--- config.mk ---
export PLATFORM = sky130hd
export DESIGN_NAME = mem_bus_arbiter_flat
export DESIGN_NICKNAME = d
export VERILOG_FILES = /design/src/rtl/mem_bus_arbiter_if.sv /design/src/rtl/mem_bus_arbiter.sv /design/src/flat_wrapper.sv
export SDC_FILE = /design/constraint.sdc
export NUM_CORES = 1
export LEC_CHECK = 0
export BUFFER_PORTS_ARGS = -buffer_cell sky130_fd_sc_hd__buf_2
export CORE_AREA = 5 5 134 136
export DETAILED_ROUTE_END_ITERATION = 6
export DIE_AREA = 0 0 139 141
export GPL_TIMING_DRIVEN = 0
export HOLD_SLACK_MARGIN = 0.03
export PLACE_DENSITY_LB_ADDON = 0.1
export SETUP_SLACK_MARGIN = 0.02
export SLEW_MARGIN = 20
export SYNTH_ARGS = -nofsm -noshare
export SYNTH_HDL_FRONTEND = slang
export SYNTH_SLANG_ARGS = --single-unit
--- constraint.sdc ---
create_clock -name clk -period 3 [get_ports clk]
set_input_delay 0.15 -clock clk [delete_from_list [all_inputs] [get_ports clk]]
set_output_delay 0.15 -clock clk [all_outputs]
set_load 0.02 [all_outputs]
--- src/rtl/mem_bus_arbiter_if.sv ---
// Requester-side and shared-memory-side signals of the round-robin memory arbiter.
// The slave modport is the arbiter's view; master is the environment's view.
interface mem_bus_arbiter_if #(
  parameter int NUM_REQ    = 3,
  parameter int ADDR_WIDTH = 32,
  parameter int DATA_WIDTH = 32
);
  localparam int IDX_W  = $clog2(NUM_REQ);
  localparam int STRB_W = DATA_WIDTH / 8;

  logic [NUM_REQ-1:0]            req_valid;
  logic [NUM_REQ*ADDR_WIDTH-1:0] req_addr;
  logic [NUM_REQ*DATA_WIDTH-1:0] req_wdata;
  logic [NUM_REQ*STRB_W-1:0]     req_wstrb;
  logic [NUM_REQ-1:0]            req_ready;
  logic [NUM_REQ-1:0]            req_err;
  logic [DATA_WIDTH-1:0]         req_rdata;
  logic                          mem_valid;
  logic [ADDR_WIDTH-1:0]         mem_addr;
  logic [DATA_WIDTH-1:0]         mem_wdata;
  logic [STRB_W-1:0]             mem_wstrb;
  logic                          mem_ready;
  logic [DATA_WIDTH-1:0]         mem_rdata;
  logic [IDX_W-1:0]              grant_idx;
  logic                          busy;

  modport slave (
    input  req_valid, req_addr, req_wdata, req_wstrb, mem_ready, mem_rdata,
    output req_ready, req_err, req_rdata, mem_valid, mem_addr, mem_wdata, mem_wstrb,
           grant_idx, busy
  );

  modport master (
    output req_valid, req_addr, req_wdata, req_wstrb, mem_ready, mem_rdata,
    input  req_ready, req_err, req_rdata, mem_valid, mem_addr, mem_wdata, mem_wstrb,
           grant_idx, busy
  );
endinterface

--- src/rtl/mem_bus_arbiter.sv ---
// Round-robin arbiter sharing one memory port among NUM_REQ requesters, holding each
// grant for a full valid/ready transaction, with a watchdog that aborts stalled ones.
module mem_bus_arbiter #(
  parameter int NUM_REQ    = 3,
  parameter int ADDR_WIDTH = 32,
  parameter int DATA_WIDTH = 32,
  parameter int TIMEOUT    = 1024
) (
  input  logic               clk,
  input  logic               reset,
  mem_bus_arbiter_if.slave   bus
);
  localparam int IDX_W  = $clog2(NUM_REQ);
  localparam int STRB_W = DATA_WIDTH / 8;
  localparam int WD_W   = $clog2(TIMEOUT) + 1;
  localparam logic [WD_W-1:0] WD_LAST = (TIMEOUT == 0) ? '0 : WD_W'(TIMEOUT - 1);
  localparam logic [WD_W-1:0] WD_MAX  = '1;

  typedef enum logic {IDLE, BUSY} state_e;

  state_e            state_q;
  logic [IDX_W-1:0]  grant_q;
  logic [IDX_W-1:0]  last_q;
  logic [WD_W-1:0]   wdog_q;

  logic              pick_vld;
  logic [IDX_W-1:0]  pick_idx;
  int                cand;
  logic              in_busy;
  logic              timeout_hit;
  logic [NUM_REQ-1:0] grant_oh;

  // Scan last+1, last+2, ... so the most recently served requester has lowest priority.
  always_comb begin
    pick_vld = 1'b0;
    pick_idx = '0;
    cand     = 0;
    for (int k = 1; k <= NUM_REQ; k++) begin
      cand = (int'(last_q) + k) % NUM_REQ;
      if (!pick_vld && bus.req_valid[cand]) begin
        pick_vld = 1'b1;
        pick_idx = IDX_W'(cand);
      end
    end
  end

  assign in_busy     = (state_q == BUSY);
  assign timeout_hit = (TIMEOUT != 0) && (wdog_q == WD_LAST);
  assign grant_oh    = NUM_REQ'(1) << grant_q;

  always_ff @(posedge clk) begin
    if (reset) begin
      state_q <= IDLE;
      grant_q <= '0;
      last_q  <= IDX_W'(NUM_REQ - 1);
      wdog_q  <= '0;
    end else begin
      case (state_q)
        IDLE: begin
          if (pick_vld) begin
            grant_q <= pick_idx;
            wdog_q  <= '0;
            state_q <= BUSY;
          end
        end
        BUSY: begin
          if (bus.mem_ready || timeout_hit) begin
            last_q  <= grant_q;
            state_q <= IDLE;
          end else if (wdog_q != WD_MAX) begin
            wdog_q <= wdog_q + 1'b1;
          end
        end
        default: state_q <= IDLE;
      endcase
    end
  end

  // mem_ready wins over a coincident timeout, so err only flags a genuine abort.
  assign bus.req_ready = (in_busy && (bus.mem_ready || timeout_hit)) ? grant_oh : '0;
  assign bus.req_err   = (in_busy && !bus.mem_ready && timeout_hit) ? grant_oh : '0;
  assign bus.req_rdata = bus.mem_rdata;

  assign bus.mem_valid = in_busy;
  assign bus.busy      = in_busy;
  assign bus.grant_idx = grant_q;
  assign bus.mem_addr  = bus.req_addr[int'(grant_q)*ADDR_WIDTH +: ADDR_WIDTH];
  assign bus.mem_wdata = bus.req_wdata[int'(grant_q)*DATA_WIDTH +: DATA_WIDTH];
  assign bus.mem_wstrb = bus.req_wstrb[int'(grant_q)*STRB_W +: STRB_W];
endmodule

--- src/flat_wrapper.sv ---
// flat-port wrapper written by rule: the top's interface ports become plain ports
module mem_bus_arbiter_flat 
#(
  parameter int NUM_REQ    = 3,
  parameter int ADDR_WIDTH = 32,
  parameter int DATA_WIDTH = 32,
  parameter int TIMEOUT    = 1024
)
  (clk, reset, bus_req_valid, bus_req_addr, bus_req_wdata, bus_req_wstrb, bus_mem_ready, bus_mem_rdata, bus_req_ready, bus_req_err, bus_req_rdata, bus_mem_valid, bus_mem_addr, bus_mem_wdata, bus_mem_wstrb, bus_grant_idx, bus_busy);
  mem_bus_arbiter_if #(.NUM_REQ(NUM_REQ), .ADDR_WIDTH(ADDR_WIDTH), .DATA_WIDTH(DATA_WIDTH)) bus_i ();
  input  logic clk;
  input  logic reset;
  input wire logic [$bits(bus_i.req_valid)-1:0] bus_req_valid;
  input wire logic [$bits(bus_i.req_addr)-1:0] bus_req_addr;
  input wire logic [$bits(bus_i.req_wdata)-1:0] bus_req_wdata;
  input wire logic [$bits(bus_i.req_wstrb)-1:0] bus_req_wstrb;
  input wire logic [$bits(bus_i.mem_ready)-1:0] bus_mem_ready;
  input wire logic [$bits(bus_i.mem_rdata)-1:0] bus_mem_rdata;
  output wire logic [$bits(bus_i.req_ready)-1:0] bus_req_ready;
  output wire logic [$bits(bus_i.req_err)-1:0] bus_req_err;
  output wire logic [$bits(bus_i.req_rdata)-1:0] bus_req_rdata;
  output wire logic [$bits(bus_i.mem_valid)-1:0] bus_mem_valid;
  output wire logic [$bits(bus_i.mem_addr)-1:0] bus_mem_addr;
  output wire logic [$bits(bus_i.mem_wdata)-1:0] bus_mem_wdata;
  output wire logic [$bits(bus_i.mem_wstrb)-1:0] bus_mem_wstrb;
  output wire logic [$bits(bus_i.grant_idx)-1:0] bus_grant_idx;
  output wire logic [$bits(bus_i.busy)-1:0] bus_busy;
  assign bus_i.req_valid = bus_req_valid;
  assign bus_i.req_addr = bus_req_addr;
  assign bus_i.req_wdata = bus_req_wdata;
  assign bus_i.req_wstrb = bus_req_wstrb;
  assign bus_i.mem_ready = bus_mem_ready;
  assign bus_i.mem_rdata = bus_mem_rdata;
  assign bus_req_ready = bus_i.req_ready;
  assign bus_req_err = bus_i.req_err;
  assign bus_req_rdata = bus_i.req_rdata;
  assign bus_mem_valid = bus_i.mem_valid;
  assign bus_mem_addr = bus_i.mem_addr;
  assign bus_mem_wdata = bus_i.mem_wdata;
  assign bus_mem_wstrb = bus_i.mem_wstrb;
  assign bus_grant_idx = bus_i.grant_idx;
  assign bus_busy = bus_i.busy;
  mem_bus_arbiter #(.NUM_REQ(NUM_REQ), .ADDR_WIDTH(ADDR_WIDTH), .DATA_WIDTH(DATA_WIDTH), .TIMEOUT(TIMEOUT)) u_core (.clk(clk), .reset(reset), .bus(bus_i));
endmodule
==> results.cfg, run 1 <==
[route]
finalWirelength_um = 15960
ant_nets = 0
firstDrtPassIters = 4
route.vias.total = 3931
drc = 0
avgViaCountPerCell = 4.204
drtIter0Drc = 130
wl_per_cell_um = 17.07

[placed_design]
pre_cts_slack_ns = 0.6566
io_buffers = 319
placed_cell_area_um2 = 4521
gp_congestion = 0.8999
dp_hpwl_um = 13890

[floorplanning]
coreArea_um2 = 16820
row_count = 48
die-area_um2 = 19600
ios = 352
die_w_um = 139
start_util_pct = 15.71
dieHeight_um = 141

[cts]
clk_path_buf_depth = 2
cts_setup_buffers = 0
clk_latency_ns = 0.25
tritoncts = yes
ctsHtreeMaxLevel = 1
cts.root.buffer_cell = clkbuf_16
clock_sinks = 16
clkTransAtPathRegs_ns = 0.05
cts_hold_repair.buffers = 0
cts_resized = 0
cts_buffers = 3

[grt]
grt_pass1_vias = 3917
grt_pass1_wl_um = 22970
grt_usage_pct = 14.63
grt_max_degree = 11
overflow = 0
antenna_found_initial = 3

[timing]
fin_setup_tns_ns = 0
finalCritPeriodShare_pct = 84.01
whs_ns = 0.1696
slew_headroom_pct = 44.95
worst_slack_ns = 0.4798
timing.fmax_mhz = 396.8
drv_slew = 0
hold_viol = 0
setup_viol = 0
min_period_ns = 2.520
tightest_slew_ns = 0.8258
clock_skew_ns = 0.002224
rsz0062_at_grt = false

[pwr]
power_mw = 1.555
leakage_nw = 2.272
power.density_nw_per_um2 = 336.9
vdd_drop_max_uv = 217.6

[cells_and_area]
multi_input_area_um2 = 1948
final_area_um2 = 4617
nets = 955
area_growth_pct = 74.72
regArea_um2 = 320.3
fill_cells = 1925
drive_gt1_share_pct = 52.48

[worst_setup_path]
r2r_cells = 7
cp_max_fo = 10
path_class = flip-flop to output pin
reg2reg_from = u_core.last_q[1]
critPathMostFrequentCell = clkbuf_1
cpPeakStageDelay_ns = 0.45
endpoint_kind = output pin
crit_slowest_cell = clkbuf_1
path_depth = 7
path_buf_inv = 4
arrival_ns = 2.37
crit_required_ns = 2.85
crit_chain = nor2b_1, clkbuf_1, clkbuf_1, clkbuf_1, nand2_1, o21ai_0, buf_2
rrSetupSlack_ns = 0.96
cp-start-kind = flip-flop
path_delay_family = buffers and inverters
timing.rr.end = u_core.bus.grant_idx[0]

[logic_synthesis]
syn_inst = 384
ys_warn_count = 0
ys_types = 44
synth_seq_cells = 16
synth_area_um2 = 2643
synth.avg_cell_area_um2 = 6.882
syn_nets = 631
yosysSeqAreaShare_pct = 12.12

[worst_hold_path]
hp-class = input pin to flip-flop
hp-start = reset
min_to = u_core.wdog_q[10]
hold_path_depth = 2

[outcome]
status = complete, no violations

[flow_run]
drv_cap = 0
[layout by cell type (no fill, tap or decap), types with 3 or more instances in the layout]
cell type,instances
a21oi_1,7
and3_1,3
buf_2,324
buf_4,34
clkbuf_1,18
clkbuf_16,3
dfxtp_1,16
diode_2,3
ha_1,5
inv_1,5
mux2i_1,71
nand2_1,79
nand2b_1,4
nand3b_1,4
nor2_1,17
nor2b_1,3
nor3_1,6
o21ai_0,75
[state kept, by name (all words and copies together), names as in the netlist]
name                  flops
u_core.bus.busy           1
u_core.bus.grant_idx      2
u_core.last_q             2
u_core.wdog_q            11
[metrics by stage]
step	utilization (%)	instances
2_1_floorplan	-	384
4_1_cts	27.41	932
6_report	27.46	935
3_3_place_gp	26.88	928
3_5_place_dp	26.88	928
5_1_grt	27.44	934
[worst max-delay path by stage]
stage / start / to / slack (ns)
floorplan: u_core.bus.grant_idx[1] / bus_mem_addr[0] / 1.08
global placement: u_core.bus.grant_idx[1] / bus_mem_addr[3] / 0.68
detailed placement: u_core.bus.grant_idx[0] / bus_mem_wdata[26] / 0.66
CTS: u_core.bus.grant_idx[0] / bus_mem_wdata[26] / 0.38
global route: u_core.bus.grant_idx[0] / bus_mem_wdata[30] / 0.21
finish: u_core.bus.grant_idx[0] / bus_mem_wdata[26] / 0.48
[power by group]
group | switching [mW] | internal, mW | leakage, nW
sequential | 0.00701 | 0.220 | 0.130
clock | 0.0881 | 0.203 | 0.0442
combinational | 0.628 | 0.410 | 2.10
[cells in the mapped netlist (all sizes together)]
| master | n | area share [%] |
|---|---|---|
| a211oi | 2 | 0.76 |
| a21oi | 8 | 1.7 |
| a22o | 1 | 0.33 |
| a311oi | 1 | 0.33 |
| a31o | 2 | 0.66 |
| a32o | 1 | 0.38 |
| a41o | 1 | 0.38 |
| a41oi | 1 | 0.33 |
| and2 | 1 | 0.24 |
| and2b | 1 | 0.28 |
| and3 | 3 | 0.71 |
| buf | 41 | 11 |
| clkbuf | 18 | 2.6 |
| dfxtp | 16 | 12 |
| ha | 5 | 2.4 |
| inv | 5 | 0.71 |
| mux2 | 1 | 0.43 |
| mux2i | 71 | 27 |
| nand2 | 79 | 11 |
| nand2b | 4 | 0.95 |
| nand3 | 2 | 0.57 |
| nand3b | 4 | 1.1 |
| nor2 | 17 | 2.4 |
| nor2b | 3 | 0.71 |
| nor3 | 6 | 1.1 |
| nor3b | 2 | 0.57 |
| nor4 | 1 | 0.24 |
| o2111ai | 1 | 0.33 |
| o211ai | 1 | 0.28 |
| o21ai | 76 | 14 |
| o221a | 1 | 0.76 |
| o22a | 1 | 0.33 |
| o22ai | 2 | 0.47 |
| o32a | 1 | 0.38 |
| o41a | 1 | 0.43 |
| o41ai | 1 | 1.0 |
| or3 | 1 | 0.28 |
| xnor2 | 1 | 0.33 |
[worst register-to-register path: stages (launching register included)]
cell and delay (ns):
dfxtp_1 0.38, inv_1 0.08, ha_1 0.24, a22o_1 0.26, a211oi_2 0.36, o22ai_1 0.27, nor3b_1 0.26, a41o_1 0.12
[cell type report]
cell class	instances	share of cell area, %
diodes	3	0.1626
plain buffers	59	7.696
clock buffers	4	1.924
inverters	5	0.4065
multi-input cells	304	42.20
flip-flops and latches	16	6.938
well taps	225	6.098
repair buffers	319	34.58
[routing by layer]
layer / part of all wire (%) / global-route usage, %
met5: 0.075 / 0
met4: 1.6 / 3.141
met3: 7.9 / 3.935
met2: 52 / 26.98
met1: 39 / 16.96
[kinds of logic (layout without fill, tap and decap cells)]
| group | count (synthesis) | after routing | share of synthesized area, % |
|---|---|---|---|
| AO/OA/AOI/OAI | 102 | 102 | 23.25 |
| multiplexers | 72 | 72 | 27.32 |
| flip-flops | 16 | 16 | 12.12 |
| XOR/XNOR | 1 | 1 | 0.3315 |
| other | 0 | 3 | 0 |
| adder cells (fa/ha/maj) | 5 | 5 | 2.367 |
| AND/OR/NAND/NOR | 124 | 124 | 20.45 |
| buffers and inverters | 64 | 387 | 14.16 |
(Power assumes the default switching activity.)
==> inputs of run 2 (changes only) <==
--- a/config.mk
+++ b/config.mk
@@ -6,9 +6,9 @@
 export NUM_CORES = 1
 export LEC_CHECK = 0
 export BUFFER_PORTS_ARGS = -buffer_cell sky130_fd_sc_hd__buf_2
-export CORE_AREA = 5 5 134 136
+export CORE_AREA = 5 5 132 134
 export DETAILED_ROUTE_END_ITERATION = 6
-export DIE_AREA = 0 0 139 141
+export DIE_AREA = 0 0 137 139
 export GPL_TIMING_DRIVEN = 0
 export HOLD_SLACK_MARGIN = 0.03
 export PLACE_DENSITY_LB_ADDON = 0.1
==> constraint.sdc (replaced) <==
create_clock -name clk -period 2.6 [get_ports clk]
set_input_delay 0.13 -clock clk [delete_from_list [all_inputs] [get_ports clk]]
set_output_delay 0.13 -clock clk [all_outputs]
set_load 0.02 [all_outputs]
==> results.cfg, run 2 (same netlist as run 1, synthesis figures left out) <==
[route]
firstDrtPassIters = 4
wl_per_cell_um = 17.49
avgViaCountPerCell = 4.233
drtIter0Drc = 126
drc = 0
ant_nets = 0
finalWirelength_um = 16210
route.vias.total = 3924

[timing]
timing.fmax_mhz = 432.9
drv_slew = 0
finalCritPeriodShare_pct = 88.84
tightest_slew_ns = 0.8798
hold_viol = 0
slew_headroom_pct = 41.35
clock_skew_ns = 0.001850
fin_setup_tns_ns = 0
rsz0062_at_grt = true
min_period_ns = 2.310
setup_viol = 0

[cts]
cts.root.buffer_cell = clkbuf_16
clkTransAtPathRegs_ns = 0.05
ctsHtreeMaxLevel = 1
clk_path_buf_depth = 2
clk_latency_ns = 0.25
cts_buffers = 3
clock_sinks = 16
tritoncts = yes

[placed_design]
io_buffers = 319
dp_hpwl_um = 14070
placed_cell_area_um2 = 4514
gp_congestion = 0.8540

[cells_and_area]
drive_gt1_share_pct = 52.90
nets = 955
layout_commonest_cell = buf_2
largest_register_ffs = 11
final_area_um2 = 4607
area_growth_pct = 74.34
fill_cells = 1814
fin_util_pct = 28.49
most-common-layout-cells = buf_2, nand2_1, o21ai_0, mux2i_1, buf_4
largest_register = u_core.wdog_q
antenna_cells = 0

[worst_setup_path]
endpoint_kind = output pin
arrival_ns = 2.18
path_class = flip-flop to output pin
crit_slowest_cell = clkbuf_1
rrSetupSlack_ns = 0.56
critPathMostFrequentCell = buf_2
path_depth = 5
path_buf_inv = 3
path_delay_family = buffers and inverters
crit_chain = clkbuf_1, buf_2, mux2i_1, o21ai_0, buf_2
cpPeakStageDelay_ns = 0.47
cp_max_fo = 10
cp-start-kind = flip-flop
r2r_cells = 7
crit_required_ns = 2.47

[floorplanning]
die-area_um2 = 19040
ios = 352
die_w_um = 137
dieHeight_um = 139
start_util_pct = 16.34
coreArea_um2 = 16170
row_count = 47

[grt]
overflow = 0
grt_pass1_wl_um = 23000
antenna_found_initial = 4
grt_max_degree = 11
grt_usage_pct = 15.34
grt_pass1_vias = 3952

[pwr]
leakage_nw = 2.282
power.density_nw_per_um2 = 388.7
vdd_drop_max_uv = 251.9

[flow_run]
drv_cap = 0

[worst_hold_path]
hold_path_depth = 2
hp-class = input pin to flip-flop

[outcome]
status = complete, no violations
==> run 2: cell count changes in the layout (fill, tap and decap cells not counted), sizes merged <==
| cell | before | now |
|---|---|---|
| diode | 3 | 0 |
| clkbuf | 22 | 23 |
| buf | 360 | 359 |
==> run 2: what timing repair did <==
item | CTS | global route
resized for setup | 1 | 3
setup buffers | 0 | 0
pin swaps | 0 | 0
hold buffers | 0 | 0
endpoints found under the setup margin | 7 | 6
==> run 2: worst paths after layout <==
path | endpoint | start
setup reg to reg | u_core.bus.grant_idx[0] | u_core.last_q[1]
hold reg to reg | u_core.wdog_q[10] | u_core.wdog_q[10]
setup / recovery | bus_mem_wstrb[3] | u_core.bus.grant_idx[1]
hold / removal | u_core.wdog_q[10] | reset
==> run 2: layout make-up <==
type | count | area (µm²) | share of cell area, %
Multi-Input combinational cell | 304 | 1948 | 42.29
Timing Repair Buffer | 319 | 1597 | 34.66
Clock buffer | 4 | 88.84 | 1.928
Sequential cell | 16 | 320.3 | 6.953
Inverter | 5 | 18.77 | 0.4074
Buffer | 59 | 359.1 | 7.795
Tap cell | 220 | 275.3 | 5.975
==> run 2: metal layers <==
layer / part of all wire (%) / vias up / GRT usage [%] / wire (µm)
met5: 0.28 / - / 0 / 46
met4: 0.84 / 8 / 1.733 / 136
met3: 11 / 18 / 5.298 / 1757
met2: 50 / 192 / 28.38 / 8153
met1: 38 / 1737 / 17.30 / 6118
li1: - / 1969 / - / -
==> run 2: metrics by stage <==
stage | setup WS (ns) | hold slack [ns] | total power [mW] | instances
detailed placement | 0.2514 | 0.4025 | 1.472 | 923
finish | 0.2901 | 0.1339 | 1.791 | 927
floorplan | 0.6962 | 0.2061 | 0.9690 | 384
global placement | 0.3328 | 0.3992 | 1.470 | 923
CTS | 0.1065 | 0.1388 | 1.820 | 927
global route | 0.01975 | 0.1528 | 1.914 | 927
==> run 2: power breakdown <==
group / internal, mW / total (mW) / switching, mW
Clock: 0.234 / 0.342 / 0.107
Combinational: 0.474 / 1.19 / 0.714
Sequential: 0.253 / 0.261 / 0.00762
Total: 0.962 / 1.79 / 0.829
